--- config.mk ---
export PLATFORM = sky130hd
export DESIGN_NAME = y_pulse_meter
export DESIGN_NICKNAME = d
export VERILOG_FILES = /design/src/rtl/y_pulse_meter_pkg.sv /design/src/rtl/sat_counter.sv /design/src/rtl/y_pulse_meter.sv
export SDC_FILE = /design/constraint.sdc
export NUM_CORES = 1
export LEC_CHECK = 0
export CORE_ASPECT_RATIO = 1.25
export CORE_UTILIZATION = 55
export CTS_BUF_LIST = sky130_fd_sc_hd__clkbuf_8
export CTS_CLUSTER_SIZE = 16
export DETAILED_ROUTE_END_ITERATION = 12
export HOLD_SLACK_MARGIN = 0.1
export MAX_ROUTING_LAYER = met4
export PLACE_DENSITY = 0.95
export SLEW_MARGIN = 20
export SYNTH_ARGS = -nofsm -noshare
export SYNTH_HDL_FRONTEND = slang
export SYNTH_SLANG_ARGS = --single-unit
--- constraint.sdc ---
create_clock -name clk -period 4.9 [get_ports clk]
set_clock_uncertainty 0.15 [all_clocks]
set_input_delay 0.98 -clock clk [delete_from_list [all_inputs] [get_ports clk]]
set_output_delay 0.98 -clock clk [all_outputs]
set_load 0.005 [all_outputs]
--- src/rtl/y_pulse_meter_pkg.sv ---
// Shared definitions for the Y pulse-length meter: state encoding and default widths.
package y_pulse_meter_pkg;

  localparam int unsigned DEF_CNT_W  = 8;
  localparam int unsigned DEF_PCNT_W = 16;

  typedef enum logic {
    ST_IDLE = 1'b0,
    ST_RUN  = 1'b1
  } state_t;

endpackage

--- src/rtl/sat_counter.sv ---
// Saturating up-counter: load1 restarts at 1, inc counts up and holds at all-ones,
// raising sat on any increment attempted while already full.
module sat_counter #(
  parameter int unsigned W = 8
) (
  input  logic         clk,
  input  logic         rst_n,
  input  logic         clr,
  input  logic         load1,
  input  logic         inc,
  output logic [W-1:0] q,
  output logic         sat
);

  always_ff @(posedge clk or negedge rst_n) begin
    if (!rst_n) begin
      q   <= '0;
      sat <= 1'b0;
    end else if (clr) begin
      q   <= '0;
      sat <= 1'b0;
    end else if (load1) begin
      q   <= W'(1);
      sat <= 1'b0;
    end else if (inc) begin
      if (&q) sat <= 1'b1;
      else    q   <= q + W'(1);
    end
  end

endmodule

--- src/rtl/y_pulse_meter.sv ---
// Measures the length of each high pulse on y_in and presents it on a
// valid/ready output register with saturation, sticky drop and a pulse count.
module y_pulse_meter
  import y_pulse_meter_pkg::*;
#(
  parameter int unsigned CNT_W  = DEF_CNT_W,
  parameter int unsigned PCNT_W = DEF_PCNT_W
) (
  input  logic              clk,
  input  logic              rst_n,
  input  logic              y_in,
  input  logic              clr,
  output logic              len_valid,
  input  logic              len_ready,
  output logic [CNT_W-1:0]  len_data,
  output logic              len_sat,
  output logic              drop,
  output logic [PCNT_W-1:0] pulse_cnt
);

  state_t           state;
  logic [CNT_W-1:0] cnt;
  logic             cnt_sat;
  logic             load1;
  logic             inc;
  logic             done;

  assign load1 = (state == ST_IDLE) && y_in;
  assign inc   = (state == ST_RUN) && y_in;
  assign done  = (state == ST_RUN) && !y_in;

  sat_counter #(.W(CNT_W)) u_len_cnt (
    .clk   (clk),
    .rst_n (rst_n),
    .clr   (clr),
    .load1 (load1),
    .inc   (inc),
    .q     (cnt),
    .sat   (cnt_sat)
  );

  always_ff @(posedge clk or negedge rst_n) begin
    if (!rst_n) begin
      state     <= ST_IDLE;
      len_valid <= 1'b0;
      len_data  <= '0;
      len_sat   <= 1'b0;
      drop      <= 1'b0;
      pulse_cnt <= '0;
    end else if (clr) begin
      state     <= ST_IDLE;
      len_valid <= 1'b0;
      len_data  <= '0;
      len_sat   <= 1'b0;
      drop      <= 1'b0;
      pulse_cnt <= '0;
    end else begin
      case (state)
        ST_IDLE: if (y_in)  state <= ST_RUN;
        ST_RUN:  if (!y_in) state <= ST_IDLE;
        default: state <= ST_IDLE;
      endcase

      // A completion may reuse the slot freed by a same-cycle handshake.
      if (done) begin
        pulse_cnt <= pulse_cnt + PCNT_W'(1);
        if (!len_valid || len_ready) begin
          len_data  <= cnt;
          len_sat   <= cnt_sat;
          len_valid <= 1'b1;
        end else begin
          drop <= 1'b1;
        end
      end else if (len_valid && len_ready) begin
        len_valid <= 1'b0;
      end
    end
  end

endmodule
==> metrics.txt <==
worst reg2reg startpoint state; DRC violations left 0; Slew HR 0.342; critical path type primary input to flip-flop; Slowest-stage cell, CP clkdlybuf4s50_1; top-area cell type share of the netlist area 0.528; total power 547 µW; Fmax 0.345 GHz; Post-synth top cells dfrtp_1 (37), nor2_1 (19), a21oi_1 (12), nand2_1 (10); DIE HEIGHT 65.1 µm; FF-to-FF End pulse_cnt[15]; antenna cells 0; setup violators final 0; Ys Warns 0; EDFF count, synth 0; Min-Delay Path Class flip-flop to flip-flop; Primary FF master, synth dfrtp_1; DIE AREA 0.00342 mm²; Worst Hold Depth 1; total iterations of the first detailed-routing run 4; CP Data Required Time 4980 ps; antenna-violating nets left 0; I/O Pins 32; Leakage 0.000906 µW; gpl congestion 0.864; cell family contributing the most delay on the critical path compound AO/OA/AOI/OAI gates; antenna violations before repair 0; Worst-Skew Late Latency 300 ps; post-layout util 0.730; Layout area overhead 23.8%; Crit. End Element flip-flop; Synth Register Bits 37; worst-path fanout max 28; Worst Hold End len_sat; CTS tree built; largest stage delay on the critical path 910 ps; Die W 52.5 µm; max-cap viol count 0; register area share after synthesis 0.528; RSZ-0062 raised after global routing no; htree depth 2; cell row count 22; Max rail drop VDD 0.222 mV; TNS Setup 0 ps; vias 1457; CTS Buffer Depth 2; Avg WL per Cell 16.8 µm; top post-synthesis cells by area dfrtp_1 (53%), a22o_1 (4.5%), xnor2_1 (4.5%); number of port buffers 31; R2R cell count 4; Final Slew Violations 0; Post-synth ARST share 1.00; largest net degree at the start of global routing 38; GRT Overall Usage 0.283; CP cell instances clkdlybuf4s50_1, a21oi_1, a22o_1; Syn Area/Cell 10.3 µm²; Worst Hold Launch u_len_cnt.sat; power density over cell area 252 mW/mm²; first-pass GRT wire length 6790 µm; root buffer selected by CTS clkbuf_8; CTS resizes 0; postcts setup bufs 0; final hold vios 0; Filler Cell Count 210; hold buffers post-CTS 0; CTS clk-pin slew, worst paths 60 ps; DRT iter0 DRCs 36; status finished, final reports clean; Nets 209; setup slack, reg-to-reg 3050 ps; worst endpoint data arrival time 2980 ps; layout cells sized above 1 0.0640; Syn Nets 177; synthesized cell area 0.00175 mm²; clk sinks 37; Cells after Synth 170; Initial Util 0.590; Detailed Place HPWL 2850 µm; synth unique cells 39; placed cells 231; Buf/Inv on CP 1; number of global-route vias before repair 1452; Finished Layout Cells 239; vias per cell 6.10; crit path time final 2900 ps; total grt overflow 0; drt total wl 4020 µm; Worst setup SP type primary input; top cell type by total area after synthesis dfrtp_1; Num CTS Buffers 5; cell with the most instances after synthesis dfrtp_1; CORE AREA 0.00297 mm²; Tcrit/Tclk final 0.592; Slew @ Worst Pin 985 ps
==> layout make-up <==
class / count / area [µm²] / area share
flip-flops and latches: 37 / 926 / 0.427
multi-input cells: 121 / 779 / 0.359
repair buffers: 32 / 318 / 0.146
clock buffers: 5 / 68.8 / 0.0317
well taps: 36 / 45.0 / 0.0208
inverters: 5 / 18.8 / 0.00865
clock inverters: 3 / 13.8 / 0.00634
==> cells in the final DEF (no fill, tap or decap), drive strengths merged, types with 3 or more instances in the layout <==
cell,Yosys,routed
nor2,19,19
nand2,10,10
or4,3,3
nand4,3,3
and3,3,3
dfrtp,37,37
clkdlybuf4s50,0,31
nor2b,4,4
xnor2,9,9
clkbuf,4,5
o31ai,4,4
nor4,3,3
a22o,9,9
nand3,7,7
a21oi,12,12
inv,5,6
nor3,8,8
==> per-layer routing <==
layer,GRT usage,vias to the layer above,share of wire
met1,0.339,717,0.40
met4,0.0888,0,0.011
met3,0.0648,8,0.051
met2,0.468,53,0.53
met5,-,-,0
li1,-,679,-
==> flip-flops by register name (all words and copies together) (netlist names) <==
signal / cells
u_len_cnt.q: 8
len_sat: 1
drop: 1
len_valid: 1
state: 1
u_len_cnt.sat: 1
pulse_cnt: 16
len_data: 8
==> through the flow <==
stage	area [µm²]	worst slack, ps	hold WS, ps
4_1_cts	2170	2040	357
2_1_floorplan	1750	2670	313
3_5_place_dp	2090	1750	341
6_report	2170	2000	358
3_3_place_gp	2090	1850	334
5_1_grt	2170	1910	372
==> cells by family after synthesis <==
kind of cell,after synthesis,synth area share
flops,37,0.528
fa+ha+maj,2,0.0143
xor+xnor,11,0.0550
compound gates,36,0.143
buf+inv,12,0.0271
mux,3,0.0178
simple gates,69,0.214
==> worst max path at each step <==
stage          start            end  slack [ps]  depth (start not counted)
3_3_place_gp     clr        len_sat        1850                          3
2_1_floorplan   y_in  pulse_cnt[13]        2670                          4
3_5_place_dp     clr    len_data[2]        1750                          3
5_1_grt          clr    len_data[4]        1910                          3
4_1_cts          clr    len_data[3]        2040                          3
6_report         clr    len_data[3]        2000                          3
==> power breakdown <==
part	internal, µW	switching (µW)
combinational	10.7	19.1
sequential	308	3.99
clock	96.4	108
Power figures use the tool's default switching activity.
